--- config.mk ---
export PLATFORM = sky130hd
export DESIGN_NAME = mem_arbiter
export DESIGN_NICKNAME = d
export VERILOG_FILES = /design/src/rtl/mem_arbiter.sv
export SDC_FILE = /design/constraint.sdc
export NUM_CORES = 1
export LEC_CHECK = 0
export ABC_CLOCK_PERIOD_IN_PS = 2029
export CAP_MARGIN = 20
export CORE_ASPECT_RATIO = 0.75
export CORE_UTILIZATION = 30
export CTS_CLUSTER_SIZE = 30
export DETAILED_ROUTE_END_ITERATION = 7
export DONT_BUFFER_PORTS = 1
export HOLD_SLACK_MARGIN = 0.1
export SLEW_MARGIN = 20
export SYNTH_ARGS = -nofsm -noshare
export SYNTH_HDL_FRONTEND = slang
export SYNTH_SLANG_ARGS = --single-unit
--- constraint.sdc ---
create_clock -name clk -period 2.03 [get_ports clk]
set_clock_uncertainty 0.15 [all_clocks]
set_input_delay 0.1015 -clock clk [delete_from_list [all_inputs] [get_ports clk]]
set_output_delay 0.1015 -clock clk [all_outputs]
set_load 0.005 [all_outputs]
--- src/rtl/mem_arbiter.sv ---
// Arbitrates one 64-bit memory port between instruction fetch and data accesses.
// Data wins ties until a waiting fetch has been passed over STARVE times.
module mem_arbiter #(
    parameter int N      = 64,
    parameter int STARVE = 4
) (
    input  logic         clk,
    input  logic         reset,
    input  logic         instrreq,
    input  logic [31:0]  instradr,
    input  logic         abort,
    output logic [31:0]  instr,
    output logic         hit,
    input  logic         datareq,
    input  logic [N-1:0] dataadr,
    input  logic [N-1:0] writedata,
    input  logic [1:0]   memwrite,
    output logic [N-1:0] readdata,
    output logic         dataready,
    output logic [N-1:0] madr,
    output logic [N-1:0] mwdata,
    output logic [1:0]   mwe,
    output logic         mreq,
    input  logic [N-1:0] mrdata,
    input  logic         mack
);

    typedef enum logic [1:0] {
        S_IDLE,
        S_DBUSY,
        S_IBUSY
    } state_t;

    localparam logic [3:0] STARVE_W = 4'(STARVE);

    state_t       r_state, w_state_next;
    logic [N-1:0] r_madr, w_madr_next;
    logic [N-1:0] r_mwdata, w_mwdata_next;
    logic [1:0]   r_mwe, w_mwe_next;
    logic         r_mreq, w_mreq_next;
    logic [31:0]  r_instr, w_instr_next;
    logic         r_hit, w_hit_next;
    logic [N-1:0] r_readdata, w_readdata_next;
    logic         r_dataready, w_dataready_next;
    logic [3:0]   r_starve, w_starve_next;
    logic         r_kill, w_kill_next;

    logic [N-1:0] w_dadr;
    logic [N-1:0] w_iadr;
    logic [3:0]   w_starve_inc;
    logic         w_fetch_wants;
    logic         w_unused;

    assign w_dadr        = {dataadr[N-1:3], 3'b000};
    assign w_iadr        = N'({instradr[31:3], 3'b000});
    assign w_starve_inc  = (r_starve == STARVE_W) ? r_starve : r_starve + 4'd1;
    assign w_fetch_wants = instrreq && !abort;
    assign w_unused      = ^{dataadr[2:0], instradr[1:0]};

    always_comb begin
        w_state_next     = r_state;
        w_madr_next      = r_madr;
        w_mwdata_next    = r_mwdata;
        w_mwe_next       = r_mwe;
        w_mreq_next      = r_mreq;
        w_instr_next     = r_instr;
        w_hit_next       = 1'b0;
        w_readdata_next  = r_readdata;
        w_dataready_next = 1'b0;
        w_starve_next    = r_starve;
        w_kill_next      = r_kill;

        case (r_state)
            S_IDLE: begin
                if (!instrreq) begin
                    w_starve_next = 4'd0;
                end
                if (datareq && (!instrreq || abort || (r_starve < STARVE_W))) begin
                    w_madr_next   = w_dadr;
                    w_mwdata_next = writedata;
                    w_mwe_next    = memwrite;
                    w_mreq_next   = 1'b1;
                    w_state_next  = S_DBUSY;
                    if (w_fetch_wants) begin
                        w_starve_next = w_starve_inc;
                    end
                end else if (w_fetch_wants) begin
                    w_madr_next   = w_iadr;
                    w_mwe_next    = 2'b00;
                    w_mreq_next   = 1'b1;
                    w_starve_next = 4'd0;
                    w_state_next  = S_IBUSY;
                end
            end
            S_DBUSY: begin
                if (mack) begin
                    w_readdata_next  = mrdata;
                    w_dataready_next = 1'b1;
                    w_mreq_next      = 1'b0;
                    w_mwe_next       = 2'b00;
                    w_state_next     = S_IDLE;
                end
            end
            S_IBUSY: begin
                if (abort) begin
                    w_kill_next = 1'b1;
                end
                if (mack) begin
                    // An abort landing in the ack cycle itself must also discard the word.
                    if (!r_kill && !abort) begin
                        w_instr_next = instradr[2] ? mrdata[63:32] : mrdata[31:0];
                        w_hit_next   = 1'b1;
                    end
                    w_mreq_next  = 1'b0;
                    w_kill_next  = 1'b0;
                    w_state_next = S_IDLE;
                end
            end
            default: begin
                w_state_next = S_IDLE;
            end
        endcase
    end

    always_ff @(posedge clk) begin
        if (reset) begin
            r_state     <= S_IDLE;
            r_madr      <= '0;
            r_mwdata    <= '0;
            r_mwe       <= 2'b00;
            r_mreq      <= 1'b0;
            r_instr     <= '0;
            r_hit       <= 1'b0;
            r_readdata  <= '0;
            r_dataready <= 1'b0;
            r_starve    <= 4'd0;
            r_kill      <= 1'b0;
        end else begin
            r_state     <= w_state_next;
            r_madr      <= w_madr_next;
            r_mwdata    <= w_mwdata_next;
            r_mwe       <= w_mwe_next;
            r_mreq      <= w_mreq_next;
            r_instr     <= w_instr_next;
            r_hit       <= w_hit_next;
            r_readdata  <= w_readdata_next;
            r_dataready <= w_dataready_next;
            r_starve    <= w_starve_next;
            r_kill      <= w_kill_next;
        end
    end

    assign madr      = r_madr;
    assign mwdata    = r_mwdata;
    assign mwe       = r_mwe;
    assign mreq      = r_mreq;
    assign instr     = r_instr;
    assign hit       = r_hit;
    assign readdata  = r_readdata;
    assign dataready = r_dataready;

endmodule

## Word-level counts from Yosys, hierarchy flattened

Index checks and enable logic that the tools add are counted.

| storage, ports and cells | value |
|---|---|
| logic and storage cells | 71 |
| bits of input ports | 232 |
| register bits | 236 |

| cells by class | value |
|---|---|
| magnitude comparators | 1 |
| $add $sub $neg | 1 |
| eq/ne operators | 7 |
| reductions and logical operators | 25 |
| bitwise operators | 3 |
| mux-type cells | 23 |

Operators by type and width:

| cell | number |
|---|---|
| $mux W64 | 2 |
| $mux W32 | 1 |
| $mux W4 | 5 |
| $reduce_and A2 Y1 | 6 |
| $mux W2 | 5 |
| $reduce_and A3 Y1 | 3 |
| $pmux W2 S2 | 2 |
| $reduce_bool A2 Y1 | 4 |
| $mux W1 | 7 |
| $ne A3 B3 Y1 const B | 2 |
| $add A4 B1 Y4 const B | 1 |
| $eq A4 B3 Y1 const B | 1 |
| $lt A4 B3 Y1 const B | 1 |
| $reduce_or A2 Y1 | 2 |
| $logic_and A1 B1 Y1 | 3 |
| $logic_not A1 Y1 | 3 |
| $not A1 Y1 | 3 |
| $reduce_or A3 Y1 | 1 |
| $eq A2 B1 Y1 const B | 1 |
| $eq A2 B2 Y1 const B | 1 |
| $logic_not A2 Y1 | 1 |
| $logic_or A1 B1 Y1 | 2 |
| $ne A2 B1 Y1 const B | 1 |
| $ne A2 B2 Y1 const B | 1 |
| $pmux W1 S2 | 1 |

## Logic depth before layout (Yosys ltp)

| depth | value |
|---|---|
| word-level depth | 6 |
| gate-level depth with buffers | 9 |
| depth with buffers taken out | 6 |

## Least setup slack after synthesis

Ideal clock, no wire load.

| path | value |
|---|---|
| path kind | reg-to-reg |
| start point | register r_state[0] |
| end point | register r_mwdata[58] (netlist: mwdata[58]) |
| path slack | 333 ps |
| data required time | 1809 ps |
| cell stages (with the launch flop) | 10 |
| data arrival time | 1476 ps |
| buffers on the path | 3 |
| setup time | 71 ps |
| path through | dfxtp_1 -> inv_1 -> ha_1 -> buf_2 -> nand2_1 -> a21o_1 -> buf_2 -> buf_2 -> nand2_1 -> a21oi_1 |

| between the ends | value |
|---|---|
| longest elaborated chain between the ends | 2 |

Ends and longest elaborated chain:

| item | RTL line | text |
|---|---|---|
| start, declared | 36 | `state_t r_state, w_state_next;` |
| start signal, assigned | 139 | `r_state <= w_state_next;` |
| $logic_not A2 Y1 | 73 | `case (r_state)` |
| $reduce_and A2 Y1 (no line) | n/a |  |
| end signal, assigned | 141 | `r_mwdata <= w_mwdata_next;` |
| end, declared | 38 | `logic [N-1:0] r_mwdata, w_mwdata_next;` |

Every way passes these cells.
A chain may end at the register's enable or synchronous reset.

## Final worst setup path

| path | value |
|---|---|
| start point | input port abort |
| end point | register r_madr[31] (netlist: madr[31]) |

| between the ends | value |
|---|---|
| longest elaborated chain between the ends | 5 |
| elaborated cells on any way between the ends | 8 |

Ends and longest elaborated chain:

| item | RTL line | text |
|---|---|---|
| start, declared | 11 | `input logic abort,` |
| $logic_or A1 B1 Y1 (2 in a row) | 78 | `if (datareq && (!instrreq \|\| abort \|\| (r_starve < STARVE_W))) begin` |
| $logic_and A1 B1 Y1 | 78 |  |
| $reduce_bool A2 Y1 (no line) | n/a |  |
| $reduce_and A2 Y1 (no line) | n/a |  |
| end signal, assigned | 140 | `r_madr <= w_madr_next;` |
| end, declared | 37 | `logic [N-1:0] r_madr, w_madr_next;` |

Parallel ways exist; a longest one is shown, timed or not.

==> flow_summary.toml <==
[pwr]
leakagePower_nw = 4.20
irDropWorstVdd_mv = 0.591
power-per-cell-area_mw_per_mm2 = 986

[worst_setup_path]
crit_path_frequent_cell = "sky130_fd_sc_hd__dlygate4sd3_1"
setup_crit_end_kind = "register"
critical_path.startpoint = "abort"
r2r_setup_slack_ns = 0.05
critical_path_class = "in2reg"
timing.critical_path.fanout_max = 30
timing.critical_path.from_type = "input pin"
critical-path-top-delay-family = "buffers and inverters"
worstPathArrival_ns = 2.30
r2r_cells = 6
crit-reg2reg-launch = "r_starve[3]"
setup.worst_path.end = "madr[31]"
cp_slowest_stage_delay_ns = 0.66
timing.critical_path.buf_inv = 3
worst-path-stages = 7
reg2reg_to = "madr[31]"
crit_path_cell_trace = "dlygate4sd3_1, nand2b_1, o21ai_2, buf_4, nand2_1, dlygate4sd3_1, a211oi_1"
timing.critical_path.required_ns = 2.31
worst_path_max_delay_cell = "sky130_fd_sc_hd__dlygate4sd3_1"

[die]
die_width_um = 199
num_rows = 53
start_util_pct = 30.8
boundaryPins = 461
die_area_mm2 = 0.0297
core_area_mm2 = 0.0282
dieHeight_um = 149

[routing]
dr.first_iter.drc_count = 465
drt_wl_total_mm = 28.2
drt-vias-per-instance = 5.03
drt-pass1-iter-count = 5
wl_per_cell_um = 18.3
drt_drc_violations_left = 0
vias = 7754
detail-route-antenna-nets = 0

[synthesis]
synth.yosys.warnings = 0
synth_area_leaders = "sky130_fd_sc_hd__dfxtp_1, sky130_fd_sc_hd__nand2_1, sky130_fd_sc_hd__a21oi_1"
syn-instance-count = 1039
netlist.top_cell.by_area = "sky130_fd_sc_hd__dfxtp_1"
yosysUniqueCellTypes = 33
synth.cell_area_mm2 = 0.00869
sequential_element_share_of_the_synthesized_area_pct = 53.7
synthesis.area_per_instance_um2 = 8.36
synth_seq_cells = 233
synth_top_cell_area_share_pct = 53.7

[sta]
postLayoutSetupSlackWorst_ns = 0.00956
report.final.hold_viol_count = 226
final.setup.tns_ns = 0
report.final.setup_viol = 0
holdWs_ns = -0.489
drv_slew = 0
timing.final.crit_period_ns = 2.02
timing.final.crit_share_pct = 99.5
fmaxAchievable_ghz = 0.495
slew_at_the_pin_closest_to_its_max_slew_limit_ns = 0.560
slew_headroom_pct = 62.6

[cts]
htreeDepth = 1
post_cts.repair.setup_buffers = 0
ctsRootBufferMaster = "sky130_fd_sc_hd__clkbuf_16"
cts_num_sinks = 233
cts.path.max_buffers = 3
tritoncts_clock_tree = "built"
clock_pin_slew_of_the_registers_on_the_worst_case_setup_and_hold_paths_ns = 0.06
clk_latency_ns = 0.52
cts-buffers-inserted = 25

[global_route]
grt_util_met1_pct = 17.9
gr_usage_total_pct = 15.9
global_route.usage.met3_pct = 6.87
first_global_vias = 6824
antenna_found_initial = 1
groute.layer.met2.usage_pct = 27.1
global_route.peak_usage_layer = "met2"
grt_start_max_net_pins = 234
globalRoute.totalOverflow = 0
grt_pass1_wl_mm = 37.3

[status]
violations = "hold timing"
outcome = "complete, but fails checks"

[placed_design]
detailedPlace.worstSlack_ns = 0.281
gp_congestion = 0.794
detailed_place_hpwl_mm = 17.3
io_buffer_count = 0

[layout]
most-common-layout-cells = "sky130_fd_sc_hd__nand2_1, sky130_fd_sc_hd__dfxtp_1, sky130_fd_sc_hd__a21oi_1, sky130_fd_sc_hd__dlygate4sd3_1, sky130_fd_sc_hd__nor2_1"
layout_commonest_cell = "sky130_fd_sc_hd__nand2_1"
num-nets-final = 1376
post_route_cells_drive_above_1_share_pct = 5.88
synthToLayoutAreaGrowth_pct = 31.2
filler_cell_count = 2738

[flow_run]
cap_violations = 0

[worst_hold_path]
holdCritPathClass = "in2reg"
hold_path_depth = 1
-- synth_stat cells --
| library cell | instances |
|---|---|
| sky130_fd_sc_hd__a21boi_4 | 1 |
| sky130_fd_sc_hd__nor2_1 | 100 |
| sky130_fd_sc_hd__and2_1 | 2 |
| sky130_fd_sc_hd__o21ai_4 | 1 |
| sky130_fd_sc_hd__dfxtp_1 | 233 |
| sky130_fd_sc_hd__nor4_1 | 2 |
| sky130_fd_sc_hd__buf_2 | 27 |
| sky130_fd_sc_hd__nand2b_1 | 4 |
| sky130_fd_sc_hd__a21oi_1 | 162 |
| sky130_fd_sc_hd__o22ai_1 | 1 |
| sky130_fd_sc_hd__buf_1 | 5 |
| sky130_fd_sc_hd__a21oi_4 | 1 |
| sky130_fd_sc_hd__nor2b_1 | 2 |
| sky130_fd_sc_hd__a32oi_1 | 4 |
| sky130_fd_sc_hd__or2_2 | 1 |
| sky130_fd_sc_hd__o211a_1 | 1 |
| sky130_fd_sc_hd__o21a_1 | 1 |
| sky130_fd_sc_hd__clkbuf_1 | 44 |
| sky130_fd_sc_hd__a22oi_1 | 32 |
| sky130_fd_sc_hd__inv_1 | 4 |
| sky130_fd_sc_hd__nand2_1 | 291 |
| sky130_fd_sc_hd__o21ai_0 | 2 |
| sky130_fd_sc_hd__conb_1 | 1 |
| sky130_fd_sc_hd__mux2i_1 | 32 |
| sky130_fd_sc_hd__ha_1 | 5 |
| sky130_fd_sc_hd__a31oi_1 | 1 |
| sky130_fd_sc_hd__buf_4 | 11 |
| sky130_fd_sc_hd__nor3_1 | 1 |
| sky130_fd_sc_hd__nor3_2 | 1 |
| sky130_fd_sc_hd__a211oi_1 | 63 |
| sky130_fd_sc_hd__nand4_1 | 1 |
| sky130_fd_sc_hd__a21o_1 | 1 |
| sky130_fd_sc_hd__o21ai_1 | 1 |
-- per-stage QoR --
step	hold WS (ns)	total power [mW]	utilization [%]	cell area [um2]	std cells
4_1_cts	-0.534	11.1	36.6	10300	1442
3_3_place_gp	0.0360	6.07	31.9	9010	1353
5_1_grt	-0.536	11.7	40.3	11400	1543
6_report	-0.489	11.2	40.3	11400	1543
2_1_floorplan	0.0302	5.90	-	8700	1041
3_5_place_dp	0.0380	6.10	31.9	9010	1353
-- worst register-to-register path, stage by stage (launching register included) --
cell                            delay [ns]
sky130_fd_sc_hd__dfxtp_1              0.34
sky130_fd_sc_hd__nor2_1               0.07
sky130_fd_sc_hd__o21ai_2              0.12
sky130_fd_sc_hd__buf_4                0.32
sky130_fd_sc_hd__nand2_1              0.09
sky130_fd_sc_hd__dlygate4sd3_1        0.56
sky130_fd_sc_hd__a211oi_1             0.22
-- worst min-delay path by stage --
stage	start	to	slack (ns)
after floorplan	abort	hit	0.03
after global placement	abort	hit	0.04
after detailed placement	abort	hit	0.04
after CTS	reset	readdata[1]	-0.53
after global routing	reset	madr[18]	-0.54
final	reset	madr[15]	-0.49
-- report_power, final --
part,leakage (nW),internal [mW],switching [mW]
registers,1.90,4.86,0.247
clock network,0.430,3.02,1.92
logic,1.87,0.552,0.638
-- layer usage --
metal  wire [um]  share of wire [%]  up-vias
li1            -                  -     3697
met1       10800                 38     3657
met2       13700                 48      346
met3        2990                 11       54
met4         810                2.9        0
met5           0                  0        -
-- registers in the layout (all words and copies together) (netlist names) --
| name | count |
|---|---|
| readdata | 64 |
| mwe | 2 |
| instr | 32 |
| mreq | 1 |
| r_state | 2 |
| mwdata | 64 |
| r_starve | 4 |
| dataready | 1 |
| r_kill | 1 |
| hit | 1 |
| madr | 61 |
-- logic make-up after synthesis --
group | Yosys count | share of synthesized area (%)
flip-flops | 233 | 53.7
buffers and inverters | 91 | 4.80
multiplexers | 32 | 3.69
other | 1 | 0.0432
adder cells (fa/ha/maj) | 5 | 0.720
AND/OR/NAND/NOR | 405 | 17.9
AO/OA/AOI/OAI | 272 | 19.1
-- area by class of cell --
| cell class | instances | area, um2 | area share (%) |
|---|---|---|---|
| flip-flops and latches | 233 | 4660 | 40.9 |
| repair buffers | 158 | 1710 | 15.0 |
| inverters | 4 | 15.0 | 0.132 |
| clock inverters | 14 | 214 | 1.88 |
| diodes | 1 | 2.50 | 0.0220 |
| clock buffers | 31 | 678 | 5.95 |
| multi-input cells | 717 | 3630 | 31.9 |
| well taps | 385 | 482 | 4.23 |
-- what timing repair did --
item | 4_1_cts | 5_1_grt
hold buffers | 44 | 98
endpoints found under the hold margin | 233 | 231
endpoints found under the setup margin | 0 | 1
resized for setup | 0 | 1
No activity file was read; power rests on OpenSTA's default activity.
